<file path="config.mk">
export PLATFORM = sky130hd
export DESIGN_NAME = me_topk_collector
export DESIGN_NICKNAME = d
export VERILOG_FILES = /design/src/rtl/me_topk_collector.sv
export SDC_FILE = /design/constraint.sdc
export NUM_CORES = 1
export LEC_CHECK = 0
export ABC_CLOCK_PERIOD_IN_PS = 4200
export CORE_ASPECT_RATIO = 1.75
export CORE_UTILIZATION = 40
export CTS_CLUSTER_SIZE = 20
export DETAILED_ROUTE_END_ITERATION = 10
export GPL_ROUTABILITY_DRIVEN = 0
export GPL_TIMING_DRIVEN = 0
export SLEW_MARGIN = 20
export SYNTH_ARGS = -nofsm -noshare
export SYNTH_HDL_FRONTEND = slang
export SYNTH_SLANG_ARGS = --single-unit
</file>
<file path="constraint.sdc">
create_clock -name clk -period 4.2 [get_ports clk]
set_input_delay 0.84 -clock clk [delete_from_list [all_inputs] [get_ports clk]]
set_output_delay 0.84 -clock clk [all_outputs]
set_load 0.01 [all_outputs]
</file>
<file path="src/rtl/me_topk_collector.sv">
// me_topk_collector
//   Top-K minimum-SAD tracker. It collects per-candidate SAD results for one
//   block and keeps the K best sorted ascending. After the block's last
//   candidate it drains them as a ranked list over a valid/ready handshake.
//
// Ports
//   clk, rst                 clock, asynchronous active-low reset
//   en_i, sad_valid_i        candidate accepted when both high (COLLECT only)
//   sad_i, row_i, col_i      candidate SAD and position
//   blk_last_i               last candidate of the block (qualified by sad_valid_i)
//   out_valid_o/out_ready_i  ranked-entry handshake
//   out_sad_o/row/col/rank   entry fields; rank 0 is the best
//   out_last_o               final entry of the block
//   busy_o                   high while draining; upstream must hold candidates
//   cand_cnt_o               accepted candidates this block, saturating
//   err_o                    sticky; a candidate arrived during drain and was dropped
module me_topk_collector #(
    parameter int SAD_W    = 14,
    parameter int COORD_W  = 5,
    parameter int K        = 4,
    parameter int TIE_MODE = 0,
    parameter int CNT_W    = 16
) (
    input  logic                                clk,
    input  logic                                rst,
    input  logic                                en_i,
    input  logic                                sad_valid_i,
    input  logic [SAD_W-1:0]                    sad_i,
    input  logic [COORD_W-1:0]                  row_i,
    input  logic [COORD_W-1:0]                  col_i,
    input  logic                                blk_last_i,
    output logic                                out_valid_o,
    input  logic                                out_ready_i,
    output logic [SAD_W-1:0]                    out_sad_o,
    output logic [COORD_W-1:0]                  out_row_o,
    output logic [COORD_W-1:0]                  out_col_o,
    output logic [((K > 1) ? $clog2(K) : 1)-1:0] out_rank_o,
    output logic                                out_last_o,
    output logic                                busy_o,
    output logic [CNT_W-1:0]                    cand_cnt_o,
    output logic                                err_o
);

    localparam int RW = (K > 1) ? $clog2(K) : 1;

    typedef struct packed {
        logic               vld;
        logic [SAD_W-1:0]   sad;
        logic [COORD_W-1:0] row;
        logic [COORD_W-1:0] col;
    } ent_t;

    typedef enum logic {COLLECT, DRAIN} state_t;

    state_t          state, state_nxt;
    ent_t [K-1:0]    ent, ent_ins;
    ent_t            cand, rd;
    logic [K-1:0]    q;
    logic [K:0]      vld_ext;
    logic [RW-1:0]   ptr;
    logic [CNT_W-1:0] cnt;
    logic            err;
    logic            rd_last, accept, xfer;

    assign cand = '{vld: 1'b1, sad: sad_i, row: row_i, col: col_i};

    // q[i]: candidate would rank ahead of entry i. Since the list is sorted
    // with invalid entries at the tail, q is monotonic; the first set bit is
    // the insertion point.
    for (genvar i = 0; i < K; i++) begin : g_cmp
        if (TIE_MODE != 0) begin : g_late
            assign q[i] = !ent[i].vld || (ent[i].sad >= sad_i);
        end else begin : g_early
            assign q[i] = !ent[i].vld || (ent[i].sad > sad_i);
        end
    end

    // Entries at or after the insertion point shift down by one; the
    // candidate lands at the insertion point; the tail entry falls off.
    always_comb begin
        ent_ins    = ent;
        ent_ins[0] = q[0] ? cand : ent[0];
        for (int i = 1; i < K; i++)
            ent_ins[i] = q[i-1] ? ent[i-1] : (q[i] ? cand : ent[i]);
    end

    // Read side: vld_ext carries a trailing 0 so the top entry is always last.
    always_comb begin
        vld_ext = '0;
        for (int i = 0; i < K; i++) vld_ext[i] = ent[i].vld;
    end

    always_comb begin
        rd      = '0;
        rd_last = 1'b0;
        for (int i = 0; i < K; i++) begin
            if (ptr == RW'(i)) begin
                rd      = ent[i];
                rd_last = !vld_ext[i+1];
            end
        end
    end

    // Outputs are functions of registers only; gated so idle outputs read 0.
    assign out_valid_o = (state == DRAIN) && rd.vld;
    assign out_last_o  = out_valid_o && rd_last;
    assign out_sad_o   = out_valid_o ? rd.sad : '0;
    assign out_row_o   = out_valid_o ? rd.row : '0;
    assign out_col_o   = out_valid_o ? rd.col : '0;
    assign out_rank_o  = out_valid_o ? ptr : '0;
    assign cand_cnt_o  = cnt;
    assign err_o       = err;

    assign accept = (state == COLLECT) && en_i && sad_valid_i;
    assign xfer   = out_valid_o && out_ready_i;

    always_ff @(posedge clk or negedge rst) begin
        if (!rst) state <= COLLECT;
        else      state <= state_nxt;
    end

    always_comb begin
        state_nxt = state;
        busy_o    = 1'b0;
        case (state)
            COLLECT: if (accept && blk_last_i) state_nxt = DRAIN;
            DRAIN: begin
                busy_o = 1'b1;
                if (xfer && out_last_o) state_nxt = COLLECT;
            end
            default: state_nxt = COLLECT;
        endcase
    end

    always_ff @(posedge clk or negedge rst) begin
        if (!rst) begin
            ent <= '0;
            ptr <= '0;
            cnt <= '0;
            err <= 1'b0;
        end else begin
            if (accept) begin
                ent <= ent_ins;
                if (cnt != '1) cnt <= cnt + CNT_W'(1);
            end
            if ((state == DRAIN) && en_i && sad_valid_i) err <= 1'b1;
            if (xfer) begin
                if (out_last_o) begin
                    for (int i = 0; i < K; i++) ent[i].vld <= 1'b0;
                    ptr <= '0;
                    cnt <= '0;
                end else begin
                    ptr <= ptr + RW'(1);
                end
            end
        end
    end

endmodule

</file>
==> results by group <==
Worst setup path
  – Worst setup path startpoint: ptr[0]$_DFFE_PN0N_
  – Worst reg-to-reg path cell count: 9
  – Arr. time, crit path: 3180 ps
  – Top Family by Delay on Critical Path: buffers and inverters
  – Crit-path slowest cell: clkbuf_1
  – Setup CP Type: reg -> out
  – Reg2Reg Setup Slack: 1130 ps
  – Critical path required time: ~3400 ps
  – R2R Path Start: ent[14]$_DFFE_PN0P_
  – Max stage delay on crit path: roughly 570 ps
  – Most used cell along the critical path: a21oi_1
  – Worst flop-to-flop path endpoint: ent[44]$_DFFE_PN0P_
  – Startpoint Class: flip-flop
  – Worst Path Buf+Inv: 3
  – CP Capture Type: primary output
  – CP Cell Sequence: inv_1, ha_1, clkbuf_1, nand3b_1, a21oi_1, a21oi_1, nor2_1, a21oi_1, nor2_1, clkdlybuf4s50_1
  – CP Max Fanout: 10

Finish
  – Layout cell share with drive strength beyond 1: 9.288%
  – Sequential standard cell area: 3003 sq um
  – Fillers: 1,881
  – Combined area of the multi-input logic cells: 4493 sq um
  – Nets: 1,047
  – Area grow syn2layout: 21.43%
  – Antenna diodes: 0

Floorplan
  – Core Footprint: about 19,000 sq um
  – Io pins: 76
  – Starting Density: 40.99%
  – DIE AREA: approximately 20,000 sq um
  – Height of the chip: between 150 and 200 microns
  – Die W: 108.0 microns
  – Row count: 67

Timing
  – Slew HR: 39.27%
  – Final setup violation count: 0
  – RSZ-0062 raised after global routing: false
  – Final worst slack: about 180 ps
  – Final Max Tran Viols: 0
  – Worst Tran Pin Value: 910.9 ps
  – Shortest period the worst path allows: 4016 ps
  – Setup TNS Final: 0 ps
  – Fmax: 249.0 MHz
  – Hold Vio Cnt, Final: 0
  – Final Cycle Share: 95.62%
  – Setup Skew: about 8.3 ps

Routing
  – Routed len/inst: 22.07 microns
  – DR DRC count: 0
  – Total wire length: 26,710 microns
  – Total number of vias: 7,206
  – DRT antenna net count: 0
  – Via density: 5.955
  – DRT iter0 DRCs: around 410
  – Drt pass-1 iters: 5

Power
  – PwrDens: around 760 nW/um^2
  – Pleak: 0.004010 uW
  – Peak supply drop: 0.2637 mV

Synth
  – Area leader, netlist: dfrtp_1
  – Register area share after synthesis: 38.16%
  – Asr flop ratio synth: 100.0%
  – Synth area leaders: dfrtp_1 (38%), ha_1 (9.7%), a21oi_1 (5.7%), nor2_1 (3.8%), mux2_2 (3.4%)
  – Cell Area, Synth: 7869 sq um
  – #FFs+latches synth: 120
  – EDFF count, synth: 0
  – Post-synth top flop: dfrtp_1
  – Synth Instances: 861
  – Post-synth cell types: 56
  – Post-synth top cells: dfrtp_1 (120), a21oi_1 (90), nor2_1 (80)
  – Avg Cell Area, Syn: 9.139 sq um
  – Synth top area share: 38.16%
  – Synth Warn #: 0
  – Most common cell in the synthesized netlist: dfrtp_1
  – Post-Syn Nets: 952

Global route
  – Initial antenna violation count: 0
  – Largest net degree at the start of global routing: 92
  – GRT Residual Overflow: 0
  – Vias in the first global route: 7,355
  – Gr usage total: 27.80%
  – Global-route wire length before repair: roughly 42,000 microns

Clocking
  – Clk slew on worst S/H paths: 50 ps
  – Inserted Clock Buffers: 17
  – Clock Path Buffers: 2
  – H-tree depth: 4
  – Clk Latency, worst-skew pair: 430 ps
  – CTS tree: built
  – CTS Sinks: 120
  – Root buffer cell: clkbuf_16

Place
  – Number of buffers added on ports: 75
  – Dpl hpwl: 19,300 microns
  – Post-Place Worst Slack: -6.983 ps

Hold path
  – Hold Crit Class: in -> async

Flow run
  – Max cap viols: 0

Status
  – Status: complete, no violations
## report_power, final
part           total, uW  internal [uW]  switching, uW  leakage, uW
sequential          2220           1660            555      0.00142
clock               1490            927            568     0.000279
combinational       3570           1570           1990      0.00231
total               7280           4160           3120      0.00401
## cells in the final DEF, fill, tap and decap left out, types with 4 or more instances in the layout
| cell type | netlist | layout |
|---|---|---|
| and4_1 | 5 | 5 |
| xnor2_1 | 11 | 11 |
| buf_2 | 10 | 10 |
| o21ai_0 | 26 | 26 |
| nand4_1 | 15 | 15 |
| a22oi_1 | 24 | 24 |
| nor4_1 | 8 | 8 |
| o221a_1 | 14 | 14 |
| nor2b_1 | 8 | 8 |
| a2bb2oi_1 | 24 | 24 |
| dfrtp_1 | 120 | 120 |
| o21a_1 | 12 | 12 |
| a21oi_1 | 90 | 90 |
| mux2i_1 | 24 | 24 |
| a221oi_1 | 6 | 6 |
| mux2_2 | 24 | 24 |
| clkdlybuf4s50_1 | 0 | 74 |
| ha_1 | 61 | 61 |
| and2_1 | 13 | 13 |
| nand2b_1 | 17 | 17 |
| nor3_1 | 5 | 5 |
| clkbuf_1 | 42 | 33 |
| clkinvlp_4 | 0 | 4 |
| nor2_1 | 80 | 80 |
| clkbuf_16 | 0 | 17 |
| nand3b_1 | 20 | 20 |
| inv_1 | 30 | 30 |
| o32a_1 | 10 | 10 |
| nand3_1 | 14 | 14 |
| o21ai_1 | 32 | 32 |
| nand2_1 | 69 | 69 |
| clkinv_2 | 0 | 5 |
| clkbuf_2 | 0 | 12 |
| a21o_1 | 6 | 6 |
## layout make-up
cell class | instances | area share (%)
Multi-Input combinational cell | 652 | 47.02
Sequential cell | 120 | 31.43
Timing Repair Buffer | 76 | 8.197
Clock buffer | 19 | 4.531
Tap cell | 241 | 3.156
Buffer | 58 | 2.841
Clock inverter | 13 | 1.611
Inverter | 31 | 1.218
## registers in the layout (all words and copies together) (netlist names)
name,flops
ent,100
cand_cnt_o,16
ptr,2
err_o,1
state,1
## worst reg2reg max path, stage by stage (launching register included)
cell,delay (ps)
dfrtp_1,420
ha_1,330
a21oi_1,60
a21boi_0,460
o31ai_1,180
a211oi_1,390
buf_2,390
clkbuf_1,510
a22oi_1,140
o21ai_1,120
## routing by layer
layer	vias to the layer above	share of wire [%]	GRT usage [%]
met5	-	0	0
met4	0	4.6	15.33
met3	78	4.2	3.858
met2	213	53	49.07
met1	3570	38	31.50
li1	3345	-	-
## worst max-delay path by stage
stage / cells after the start / to / slack, ps
2_1_floorplan: 10 / ent[64]$_DFFE_PN0P_ / 1360
5_1_grt: 10 / out_sad_o[12] / 30
3_3_place_gp: 1 / ent[14]$_DFFE_PN0P_ / -2850
4_1_cts: 10 / out_sad_o[12] / 30
6_report: 10 / out_sad_o[12] / 180
3_5_place_dp: 11 / ent[44]$_DFFE_PN0P_ / -7
## timing repair
item | CTS | global route
resized for setup | 7 | 9
setup buffers | 0 | 0
hold buffers | 0 | 0
setup endpoints to repair | 22 | 23
## logic make-up after synthesis
logic type,synth area share (%)
simple gates,16.68
flops,38.16
buf+inv,4.738
compound gates,22.90
mux,6.488
fa+ha+maj,9.699
xor+xnor,1.336
## through the flow
step | hold slack, ps | util [%] | cells | instance area (sq um) | total power (uW)
3_3_place_gp | 457.3 | 46.47 | 1177 | 8921 | 5697
2_1_floorplan | 478.6 | - | 861 | 7869 | 4417
3_5_place_dp | 472.2 | 46.64 | 1178 | 8954 | 5745
4_1_cts | 261.8 | 49.74 | 1210 | 9549 | 7271
6_report | 266.4 | 49.78 | 1210 | 9555 | 7278
5_1_grt | 271.5 | 49.78 | 1210 | 9555 | 7803
(Power assumes the default switching activity.)
